`src/rtl/bus_arb.sv`:
```
// Two-master arbiter for the 22-bit word-addressed RISC5 system bus.
// It holds the grant across locked read-modify-write sequences and aborts transactions that never receive bus_ack.
module bus_arb #(
  parameter bit          RR      = 1'b1,
  parameter int unsigned TIMEOUT = 1024
) (
  input  logic        clk,
  input  logic        rst,
  input  logic        m0_stb,
  input  logic        m0_we,
  input  logic        m0_lock,
  input  logic [21:0] m0_addr,
  input  logic [31:0] m0_dout,
  output logic [31:0] m0_din,
  output logic        m0_ack,
  output logic        m0_err,
  input  logic        m1_stb,
  input  logic        m1_we,
  input  logic        m1_lock,
  input  logic [21:0] m1_addr,
  input  logic [31:0] m1_dout,
  output logic [31:0] m1_din,
  output logic        m1_ack,
  output logic        m1_err,
  output logic        bus_stb,
  output logic        bus_we,
  output logic [21:0] bus_addr,
  output logic [31:0] bus_dout,
  input  logic [31:0] bus_din,
  input  logic        bus_ack,
  output logic [1:0]  gnt
);

  typedef enum logic [1:0] {
    IDLE = 2'd0,
    OWN0 = 2'd1,
    OWN1 = 2'd2
  } state_e;

  localparam logic [15:0] TIMER_LAST = (TIMEOUT == 0) ? 16'hFFFF : 16'(TIMEOUT - 1);

  state_e      state_q, state_d;
  logic        last_owner_q, last_owner_d;
  logic [15:0] timer_q, timer_d;

  logic own;
  logic own_m1;
  logic sel_stb;
  logic sel_lock;
  logic timeout;

  assign own      = (state_q == OWN0) || (state_q == OWN1);
  assign own_m1   = (state_q == OWN1);
  assign sel_stb  = own_m1 ? m1_stb  : m0_stb;
  assign sel_lock = own_m1 ? m1_lock : m0_lock;
  // A slave ack in the final watchdog cycle is a normal completion, so it masks the abort.
  assign timeout  = own && sel_stb && (TIMEOUT != 0) && (timer_q == TIMER_LAST) && !bus_ack;

  // last_owner_q = 1 means M1 was served last, so M0 wins the first contention after reset.
  always_ff @(posedge clk or negedge rst) begin
    if (!rst) begin
      state_q      <= IDLE;
      last_owner_q <= 1'b1;
      timer_q      <= '0;
    end else begin
      state_q      <= state_d;
      last_owner_q <= last_owner_d;
      timer_q      <= timer_d;
    end
  end

  always_comb begin
    state_d      = state_q;
    last_owner_d = last_owner_q;
    timer_d      = '0;
    case (state_q)
      IDLE: begin
        if (m0_stb && m1_stb)
          state_d = (RR && !last_owner_q) ? OWN1 : OWN0;
        else if (m0_stb)
          state_d = OWN0;
        else if (m1_stb)
          state_d = OWN1;
      end
      OWN0, OWN1: begin
        if (!sel_stb) begin
          state_d = IDLE;
        end else if (bus_ack) begin
          last_owner_d = own_m1;
          state_d      = sel_lock ? state_q : IDLE;
        end else if (timeout) begin
          last_owner_d = own_m1;
          state_d      = IDLE;
        end else begin
          timer_d = timer_q + 16'd1;
        end
      end
      default: state_d = IDLE;
    endcase
  end

  always_comb begin
    gnt      = {state_q == OWN1, state_q == OWN0};
    bus_stb  = 1'b0;
    bus_we   = 1'b0;
    bus_addr = '0;
    bus_dout = '0;
    m0_din   = '0;
    m0_ack   = 1'b0;
    m0_err   = 1'b0;
    m1_din   = '0;
    m1_ack   = 1'b0;
    m1_err   = 1'b0;
    case (state_q)
      OWN0: begin
        bus_stb  = m0_stb && !timeout;
        bus_we   = m0_we;
        bus_addr = m0_addr;
        bus_dout = m0_dout;
        m0_ack   = bus_ack || timeout;
        m0_err   = timeout;
        m0_din   = timeout ? 32'd0 : bus_din;
      end
      OWN1: begin
        bus_stb  = m1_stb && !timeout;
        bus_we   = m1_we;
        bus_addr = m1_addr;
        bus_dout = m1_dout;
        m1_ack   = bus_ack || timeout;
        m1_err   = timeout;
        m1_din   = timeout ? 32'd0 : bus_din;
      end
      default: ;
    endcase
  end

endmodule
```
`config.mk`:
```
export PLATFORM = sky130hd
export DESIGN_NAME = bus_arb
export DESIGN_NICKNAME = d
export VERILOG_FILES = /design/src/rtl/bus_arb.sv
export SDC_FILE = /design/constraint.sdc
export NUM_CORES = 1
export LEC_CHECK = 0
export CAP_MARGIN = 20
export CORE_MARGIN = 10
export CORE_UTILIZATION = 30
export CTS_CLUSTER_DIAMETER = 100
export CTS_CLUSTER_SIZE = 8
export DETAILED_ROUTE_END_ITERATION = 10
export GPL_ROUTABILITY_DRIVEN = 1
export PLACE_DENSITY = 0.88
export SYNTH_ARGS = -nofsm -noshare
export SYNTH_HDL_FRONTEND = slang
export SYNTH_SLANG_ARGS = --single-unit
```
`constraint.sdc`:
```
create_clock -name clk -period 5.3 [get_ports clk]
set_input_delay 1.59 -clock clk [delete_from_list [all_inputs] [get_ports clk]]
set_output_delay 1.59 -clock clk [all_outputs]
set_load 0.01 [all_outputs]
```
==> run summary <==
The switching power total is 0.815 mW. In this run the post-CTS setup repair buffer count came out at 0. The number of placement rows came out at 32. Counting every sink on the clock net gives 19. The critical path in this run is classified as in -> out. The transition time of the tightest slew-check pin is 0.816 ns. Global routing used 8.08% of the available met3 tracks. The mean area per synthesized cell came out at 7.62 um2. The slack of the critical path came out at 0.129 ns. The latest clock arrival within the worst-skew pair is 0.26 ns. The async set-or-reset flop fraction in the synthesized netlist came out at 100%.

The top cell type by area accounts for 19.1% of the synthesized area. The layout has 630 filler cells. Setup repair after global routing left no endpoint under its margin. The final weighted congestion in routability-driven placement came out at 0.911. During placement, the flow inserted port buffers numbering 274. The synthesized netlist occupies a cell area of 0.00236 mm2. The post-cts hold buffer count is 0. The number of cell instances on the worst register-to-register path is 8. The worst path required time is 3.71 ns.

The final clock period utilization by the worst path came out at 97.6%. From left edge to right edge, the die measures 109 um. Combinational logic is responsible for 86.1% of the overall power. The initial antenna violation count is 5. The fraction of the yosys area taken by sequential cells is 20.2%.

The floorplan step defined a die boundary enclosing 0.0118 mm2. The endpoint arrival time on the critical path came out at 3.58 ns. Max-cap violations in this run came to 0. The wire length after detailed routing is 14.1 mm. The count of placed standard cells in the final layout, fillers left out came out at between 600 and 700. The net count of the mapped netlist is approximately 460. The maximum ir drop on the vdd rail is between 200 and 300 uV. The iteration-0 DRC count of the detailed router came out at 118. The power per unit of standard cell area is 370 mW/mm2. The count of unique library cells instantiated by Yosys is 37. The number of flops mapped to enable cells by yosys is 0.

The number of global-route vias before repair is 3352. The sum of negative setup slack came out at 0 ns. The total placed instance area is 0.00519 mm2. Setup violations remaining at the end of the flow were counted as 0. The number of vias in the routed layout came out at 3227. The path class of the lowest-slack min-delay path is reg -> reg. The top flip-flop cell by instance count after synthesis is dfrtp_1. The count of state elements after synthesis came out at 19. The share of post-route cells with drive strength above 1 came out at 4.06%. The clock skew came out at 0.00526 ns. The run finished with clean final reports. The share of total power in the clock network is between 5 and 6%. The endpoint type of the worst setup path is an output pin. The commonest cells after synthesis are and2_1, nor2b_1, a22oi_1. In this run the vertical extent of the chip is 109 um. The number of placed instances, taps included is ~670. The routed wire length per instance came out at approximately 21 um. The nature of the critical path startpoint is a primary input. For the finished layout, the period the worst path requires is 5.17 ns.

The root buffer selected by CTS is clkbuf_8. Once the clock tree was built, the resizer swapped 0 gates to a different size. The first global-routing pass estimated 20.0 mm of wire. The post-route standard cell area excluding fillers is ~0.0052 mm2. For this run, the detailed router's first-pass iteration total came to 5. The post-route antenna net violation count came out at 0.

The overflow left after global routing came out at 0. TritonCTS built the clock tree. Cell internal power was estimated by the tool at 1.13 mW. In this run the standard cell core region covers between 0.007 and 0.008 mm2. The number of slew-limit violations in the final report is 0. The clock-pin slew reported for the worst setup and hold paths after clock tree synthesis came out at around 0.07 ns.

The effective utilization at floorplan is a little under a third. In the post-synthesis netlist, the biggest area contributors are dfrtp_1, and2_1, a22oi_1. The headroom to the max-slew limit is 45.4%. Based on the critical path, the design can be clocked at up to just under 200 MHz.

Summed over all instances, the cell type with the most area after synthesis is dfrtp_1. The number of instances on the worst hold path is 1. The switching portion of total power is 42.0%. The number of H-tree levels is 1.

The count of boundary I/O pins is 275. In the post-synthesis netlist, the cell with the most instances is and2_1. The net total in the final layout is 721. The maximum clock insertion buffer count came out at 2.

Yosys printed 0 warnings. The routing usage on met2 is 40.3%. The mean number of vias per cell is 4.79. The HPWL after detailed placement is around 12 mm. The number of endpoints with negative hold slack in the final report came to 0.

The pin count of the biggest net entering global routing is slightly above 60. The maximum net fanout on the critical path is 32. In the global route stage, met1 resource usage came out at 22.8%.

The remaining design rule violation count came out at 0. The instance count of the mapped netlist came out at 310. The aggregate global-route resource usage is 21.7%.

Relative to the synthesized area, the layout overhead comes to 122%. Before CTS, the worst setup slack after placement is 0.122 ns. The layer flagged by global routing as most heavily used is met2.

The analysis attributes to cell leakage a power of 1.91 nW. TritonCTS created 3 clock buffers. The share of total power dissipated in sequential elements is 8.8%.
-- power groups by stage --
stage | sequential [mW] | combinational (mW) | clock, mW
finish | 0.170 | 1.67 | 0.100
floorplan | 0.169 | 0.832 | 0
global route | 0.171 | 1.79 | 0.113
detailed placement | 0.172 | 1.69 | 0
CTS | 0.169 | 1.69 | 0.104
global placement | 0.171 | 1.66 | 0
-- per-stage QoR --
step / total power, mW / utilization, % / hold WS, ns
after CTS: 1.96 / 68.1 / 0.457
final: 1.94 / 68.2 / 0.457
after global placement: 1.83 / 67.5 / 0.440
after detailed placement: 1.86 / 67.5 / 0.448
after global routing: 2.08 / 68.1 / 0.480
after floorplan: 1.00 / - / 0.422
-- worst paths after layout --
check | from | endpoint | slack (ns)
setup / recovery | m1_stb | m1_din[31] | 0.13
hold / removal | timer_q[0]$_DFF_PN0_ | timer_q[0]$_DFF_PN0_ | 0.46
setup reg to reg | state_q[0]$_DFFE_PN0P_ | state_q[0]$_DFFE_PN0P_ | 3.05
hold reg to reg | timer_q[0]$_DFF_PN0_ | timer_q[0]$_DFF_PN0_ | 0.46
max in group asynchronous | rst | timer_q[13]$_DFF_PN0_ | 2.99
min in group asynchronous | rst | timer_q[2]$_DFF_PN0_ | 1.80
-- placed cells by master (no fill, tap or decap), types with 3 or more instances in the layout --
cell               n
clkdlybuf4s50_1  274
and2_1            68
nor2b_1           58
a22oi_1           55
nor2_1            20
dfrtp_1           18
xor2_1            10
nand2_1            9
diode_2            5
inv_1              5
buf_4              5
nand4_1            4
xnor2_1            4
clkbuf_8           3
-- logic make-up after synthesis --
family | count (synthesis) | synth area share, %
compound gates | 63 | 19.6
xor+xnor | 14 | 5.19
fa+ha+maj | 4 | 2.12
buf+inv | 33 | 6.25
flops | 19 | 20.2
mux | 3 | 1.38
simple gates | 174 | 45.3
-- final cells by class --
cell class	instances	area [um2]	area share, %
repair buffers	281	2820	53.8
multi-input cells	258	1740	33.2
flip-flops and latches	19	477	9.09
well taps	102	128	2.43
clock buffers	3	41.3	0.787
inverters	5	18.8	0.358
diodes	5	12.5	0.238
clock inverters	1	5.00	0.0954
-- metal layers --
layer,vias up,routed length (um),part of all wire [%]
met5,-,0,0
met4,0,225,1.6
met3,14,1390,9.9
met2,158,7310,52
met1,1472,5200,37
li1,1583,-,-
-- sequential cells by signal, summed over array words and instances (netlist names) --
name / flops
timer_q: 16
last_owner_q: 1
state_q: 2
-- worst max-delay path, cell delays in order --
cell and delay (ns):
clkdlybuf4s50_1 0.45, mux2_2 0.30, nand2_1 0.10, nor3_2 0.07, nor2b_2 0.16, buf_12 0.18
and2_1 0.16, clkdlybuf4s50_1 0.56
Note: power is estimated with default switching activity, not from simulation.
